$ cat src/rtl/mem_arbiter_pkg.sv
// Shared types for the memory arbiter, cache and top-level blocks.
// Holds the arbiter FSM state encoding and the memory-operation type.
package mem_arbiter_pkg;

   typedef logic [0:0] arb_state_t;

   localparam arb_state_t ARB_IDLE = 1'b0;
   localparam arb_state_t ARB_BUSY = 1'b1;

   typedef enum logic {
      MEM_OP_READ  = 1'b0,
      MEM_OP_WRITE = 1'b1
   } mem_op_e;

endpackage

$ cat src/rtl/rr_priority_select.sv
// Round-robin priority search: first pending port at or above rr_ptr_i,
// wrapping to 0. Ports: pending_i, rr_ptr_i -> winner_o, valid_o.
module rr_priority_select #(
   parameter int NUM_PORTS = 2,
   parameter int IW        = $clog2(NUM_PORTS)
) (
   input  logic [NUM_PORTS-1:0] pending_i,
   input  logic [IW-1:0]        rr_ptr_i,
   output logic [IW-1:0]        winner_o,
   output logic                 valid_o
);

   always_comb begin
      logic [IW:0]   sum;
      logic [IW-1:0] idx;
      winner_o = '0;
      valid_o  = 1'b0;
      sum      = '0;
      idx      = '0;
      for (int i = 0; i < NUM_PORTS; i++) begin
         // one spare bit so rr_ptr + i never overflows before the wrap
         sum = {1'b0, rr_ptr_i} + (IW+1)'(i);
         if (sum >= (IW+1)'(NUM_PORTS)) begin
            sum = sum - (IW+1)'(NUM_PORTS);
         end
         idx = sum[IW-1:0];
         if (!valid_o && pending_i[idx]) begin
            valid_o  = 1'b1;
            winner_o = idx;
         end
      end
   end

endmodule

$ cat src/rtl/mem_arbiter.sv
// Round-robin arbiter sharing one memory port among NUM_PORTS requesters.
// Ports: per-port req_* in, req_resp/req_rdata out; mem_* command/response;
// busy and grant_idx for status.
module mem_arbiter
   import mem_arbiter_pkg::*;
#(
   parameter int NUM_PORTS  = 2,
   parameter int DATA_WIDTH = 32,
   parameter int ADDR_WIDTH = 32
) (
   input  logic                                clk,
   input  logic                                rst,
   input  logic [NUM_PORTS-1:0]                req_read,
   input  logic [NUM_PORTS-1:0]                req_write,
   input  logic [NUM_PORTS*(DATA_WIDTH/8)-1:0] req_byte_enable,
   input  logic [NUM_PORTS*ADDR_WIDTH-1:0]     req_address,
   input  logic [NUM_PORTS*DATA_WIDTH-1:0]     req_wdata,
   output logic [NUM_PORTS-1:0]                req_resp,
   output logic [DATA_WIDTH-1:0]               req_rdata,
   output logic                                mem_read,
   output logic                                mem_write,
   output logic [DATA_WIDTH/8-1:0]             mem_byte_enable,
   output logic [ADDR_WIDTH-1:0]               mem_address,
   output logic [DATA_WIDTH-1:0]               mem_wdata,
   input  logic                                mem_resp,
   input  logic [DATA_WIDTH-1:0]               mem_rdata,
   output logic                                busy,
   output logic [$clog2(NUM_PORTS)-1:0]        grant_idx
);

   localparam int BW = DATA_WIDTH / 8;
   localparam int IW = $clog2(NUM_PORTS);

   arb_state_t            state_q, state_d;
   mem_op_e               op_q, op_d;
   logic [IW-1:0]         grant_q, grant_d;
   logic [IW-1:0]         rr_ptr_q, rr_ptr_d;
   logic [ADDR_WIDTH-1:0] addr_q, addr_d;
   logic [BW-1:0]         be_q, be_d;
   logic [DATA_WIDTH-1:0] wdata_q, wdata_d;

   logic [ADDR_WIDTH-1:0] addr_arr  [NUM_PORTS];
   logic [BW-1:0]         be_arr    [NUM_PORTS];
   logic [DATA_WIDTH-1:0] wdata_arr [NUM_PORTS];

   for (genvar p = 0; p < NUM_PORTS; p++) begin : g_unpack
      assign addr_arr[p]  = req_address[p*ADDR_WIDTH +: ADDR_WIDTH];
      assign be_arr[p]    = req_byte_enable[p*BW +: BW];
      assign wdata_arr[p] = req_wdata[p*DATA_WIDTH +: DATA_WIDTH];
   end

   logic [IW-1:0] win;
   logic          win_valid;

   rr_priority_select #(
      .NUM_PORTS (NUM_PORTS),
      .IW        (IW)
   ) u_rr_sel (
      .pending_i (req_read | req_write),
      .rr_ptr_i  (rr_ptr_q),
      .winner_o  (win),
      .valid_o   (win_valid)
   );

   always_comb begin
      state_d  = state_q;
      op_d     = op_q;
      grant_d  = grant_q;
      rr_ptr_d = rr_ptr_q;
      addr_d   = addr_q;
      be_d     = be_q;
      wdata_d  = wdata_q;
      unique case (state_q)
         ARB_IDLE: begin
            if (win_valid) begin
               state_d = ARB_BUSY;
               grant_d = win;
               addr_d  = addr_arr[win];
               be_d    = be_arr[win];
               wdata_d = wdata_arr[win];
               // read has priority when both are raised together
               op_d    = req_read[win] ? MEM_OP_READ : MEM_OP_WRITE;
            end
         end
         ARB_BUSY: begin
            if (mem_resp) begin
               state_d  = ARB_IDLE;
               rr_ptr_d = (grant_q == IW'(NUM_PORTS-1)) ? '0
                                                        : grant_q + 1'b1;
            end
         end
         default: state_d = ARB_IDLE;
      endcase
   end

   always_ff @(posedge clk or posedge rst) begin
      if (rst) begin
         state_q  <= ARB_IDLE;
         op_q     <= MEM_OP_READ;
         grant_q  <= '0;
         rr_ptr_q <= '0;
         addr_q   <= '0;
         be_q     <= '0;
         wdata_q  <= '0;
      end else begin
         state_q  <= state_d;
         op_q     <= op_d;
         grant_q  <= grant_d;
         rr_ptr_q <= rr_ptr_d;
         addr_q   <= addr_d;
         be_q     <= be_d;
         wdata_q  <= wdata_d;
      end
   end

   assign busy            = (state_q == ARB_BUSY);
   assign mem_read        = busy && (op_q == MEM_OP_READ);
   assign mem_write       = busy && (op_q == MEM_OP_WRITE);
   assign mem_address     = addr_q;
   assign mem_byte_enable = be_q;
   assign mem_wdata       = wdata_q;
   assign grant_idx       = grant_q;
   assign req_rdata       = mem_rdata;

   // completion is forwarded in the same cycle; mem_resp in IDLE is dropped
   always_comb begin
      req_resp = '0;
      if (busy && mem_resp) begin
         req_resp[grant_q] = 1'b1;
      end
   end

endmodule
$ cat config.mk
export PLATFORM = sky130hd
export DESIGN_NAME = mem_arbiter
export DESIGN_NICKNAME = d
export VERILOG_FILES = /design/src/rtl/mem_arbiter_pkg.sv /design/src/rtl/rr_priority_select.sv /design/src/rtl/mem_arbiter.sv
export SDC_FILE = /design/constraint.sdc
export NUM_CORES = 1
export LEC_CHECK = 0
export ABC_AREA = 1
export BUFFER_PORTS_ARGS = -buffer_cell sky130_fd_sc_hd__buf_2
export CAP_MARGIN = 20
export CORE_ASPECT_RATIO = 0.6
export CORE_MARGIN = 10
export CORE_UTILIZATION = 40
export CTS_CLUSTER_SIZE = 20
export DETAILED_ROUTE_END_ITERATION = 16
export MAX_ROUTING_LAYER = met4
export PLACE_DENSITY = 0.76
export REMOVE_ABC_BUFFERS = 1
export SLEW_MARGIN = 20
export SYNTH_ARGS = -nofsm -noshare
export SYNTH_HDL_FRONTEND = slang
export SYNTH_SLANG_ARGS = --single-unit
$ cat constraint.sdc
create_clock -name clk -period 2.75 [get_ports clk]
set_input_delay 0.55 -clock clk [delete_from_list [all_inputs] [get_ports clk]]
set_output_delay 0.55 -clock clk [all_outputs]
set_load 0.02 [all_outputs]
==> flow_metrics.tcl <==
set metrics [dict create \
    status "complete, no violations" \
    place_hpwl_um 11100 \
    setup_viol 0 \
    synth.distinct_cells 16 \
    grt_max_degree 73 \
    synthTopCellsByArea "dfrtp_1 42%, nand2_1 19%, nand3_1 16%" \
    grt_pass1_wl_um 23000 \
    slew_headroom 0.410 \
    place_area_um2 5210 \
    fmax_mhz 527 \
    worst_setup_path_start_kind "flip-flop" \
    internal_power_mw 3.37 \
    tns_ps 0 \
    grt_overflow 0 \
    multiInputGateArea_um2 1540 \
    vias 4381 \
    swShare 0.454 \
    route.detailed.drc 0 \
    die_y_um 100 \
    p_sw_mw 2.80 \
    die_width_um 154 \
    yosys.area.top_type_share 0.420 \
    mappedNetlistArea_um2 4290 \
    die_area_um2 15400 \
    grt_pass1_vias 4256 \
    cts_setup_buffers 0 \
    required_ps 3000 \
    rrSetupSlack_ps 850 \
    wl_per_cell_um 15.5 \
    fin_nets 985 \
    ant_nets 0 \
    drv_slew 0 \
    ir_drop_mv 0.468 \
    crit_arrival_ps 2150 \
    num_rows 29 \
    fillers 1092 \
    dr.pass1.iters 4 \
    regArea_um2 1800 \
    synthCells 642 \
    htree_levels 3 \
    clk_pin_slew_ps 50 \
    grt.total_usage 0.189 \
    core_um2 10500 \
    post_cts_hold_buffer_count 0 \
    yosysSeqAreaShare 0.420 \
    initial_core_util 0.408 \
    yosysTopAreaCell "dfrtp_1" \
    fin_cells 956 \
    cts_tree "done" \
    maxCapViolations 0 \
    io-pin-count 281 \
    final_area_um2 5530 \
    place_congestion 0.873 \
    rsz0062_at_grt "false" \
    finish.utilization 0.526 \
    critPathKind "flip-flop to flip-flop" \
    tightestPinTransition_ps 884 \
    drt-initial-drc-count 210 \
    clockBufferDepth 2 \
    grt_antenna_before_repair 2 \
    drive_above_1_share 0.298 \
    avgSynthCellArea_um2 6.68 \
    whs_ps 290 \
    seq_power_share 0.310 \
    hold_viol_final 0 \
    fin_crit_ps 1900 \
    pre_cts_ws_ps 594 \
    clockPowerShare 0.199 \
    crit_fanout 50 \
    p_comb_frac 0.492 \
    clock_latency_ps 320 \
    cts_buffers 9 \
    area_delta_synth_final_pct 28.9 \
    wl_um 14800 \
    clock_sink_count 72 \
    port_buffers 216 \
    hold_class "input pin to async pin" \
    avgViaCountPerCell 4.58 \
    yosysWarnings 0 \
    place_inst 938 \
    cts_resized 0 \
    setup_ws_ps 852 \
    cp-end-kind "flip-flop" \
    fin_skew_ps 6.35 \
    p_per_area_nw_per_um2 1110 \
    finalCritPeriodShare 0.690 \
    synth-seq-cells 72 \
    p_total_mw 6.17 \
    cellLeakagePower_nw 3.60 \
    cts_root_buf "clkbuf_16" \
]
==> cells in the mapped netlist <==
master and instances:
buf_4 34, o21ai_1 1, a21oi_1 1, inv_2 2
nand2_1 213, clkbuf_1 7, buf_6 2, inv_1 141
buf_2 20, nor2_1 5, buf_1 4, nand2_2 1
nand3_1 137, dfrtp_1 72, o21ai_0 1, o21ai_2 1
==> per-layer routing <==
metal	part of all wire	vias to the layer above	GRT usage
met5	0	-	-
met4	0.0039	0	0.0354
met2	0.40	241	0.249
met1	0.47	1920	0.245
li1	-	2212	-
met3	0.13	8	0.106
==> flip-flops by register name, indices dropped and copies added (netlist names) <==
signal,count
busy,1
grant_idx,1
mem_address,32
mem_byte_enable,4
mem_wdata,32
op_q,1
rr_ptr_q,1
==> power groups by stage <==
| stage | sequential (mW) | combinational (mW) | clock (mW) |
|---|---|---|---|
| 2_1_floorplan | 2.53 | 1.26 | 0 |
| 3_3_place_gp | 1.90 | 3.05 | 0 |
| 3_5_place_dp | 1.91 | 3.10 | 0 |
| 4_1_cts | 1.91 | 3.09 | 1.26 |
| 5_1_grt | 1.97 | 3.37 | 1.31 |
| 6_report | 1.91 | 3.03 | 1.22 |
==> cells in the final DEF, fill, tap and decap left out <==
cell type  instances
buf_2            216
nand2_1          212
inv_1            140
nand3_1          137
dfrtp_1           72
clkbuf_16          9
buf_4              7
nor2_1             5
inv_2              3
clkbuf_1           3
diode_2            2
nand2_2            2
bufinv_16          2
o21ai_4            1
o21ai_0            1
a21oi_1            1
o21ai_1            1
clkbuf_8           1
clkinv_2           1
buf_12             1
==> critical path, stage by stage (launching register included) <==
cell and delay (ps):
dfrtp_1 410, inv_1 110, nand2_2 80, inv_2 620, buf_4 380, nand3_1 100
nand2_1 80
==> logic make-up after synthesis <==
kind of cell | share of synthesized area
flip-flops | 0.420
buffers and inverters | 0.223
AO/OA/AOI/OAI | 0.00554
AND/OR/NAND/NOR | 0.352
==> path summary, 6_finish.rpt <==
kind	from	endpoint	cells after the start
max	busy$_DFF_PP0_	mem_address[2]$_DFFE_PP0P_	6
min	rst	mem_wdata[4]$_DFFE_PP0P_	3
max reg2reg	busy$_DFF_PP0_	mem_address[2]$_DFFE_PP0P_	6
min reg2reg	mem_wdata[31]$_DFFE_PP0P_	mem_wdata[31]$_DFFE_PP0P_	2
max in group asynchronous	rst	mem_wdata[16]$_DFFE_PP0P_	3
min in group clk	mem_resp	busy$_DFF_PP0_	2
==> final cells by class <==
type / count / area share
antenna: 2 / 0.000905
clock buffer: 13 / 0.0452
clock inverter: 3 / 0.0118
inverter: 143 / 0.0971
multi-input combinational: 360 / 0.279
sequential: 72 / 0.326
tap: 139 / 0.0314
timing repair buffer: 224 / 0.209
Power figures use the tool's default switching activity.
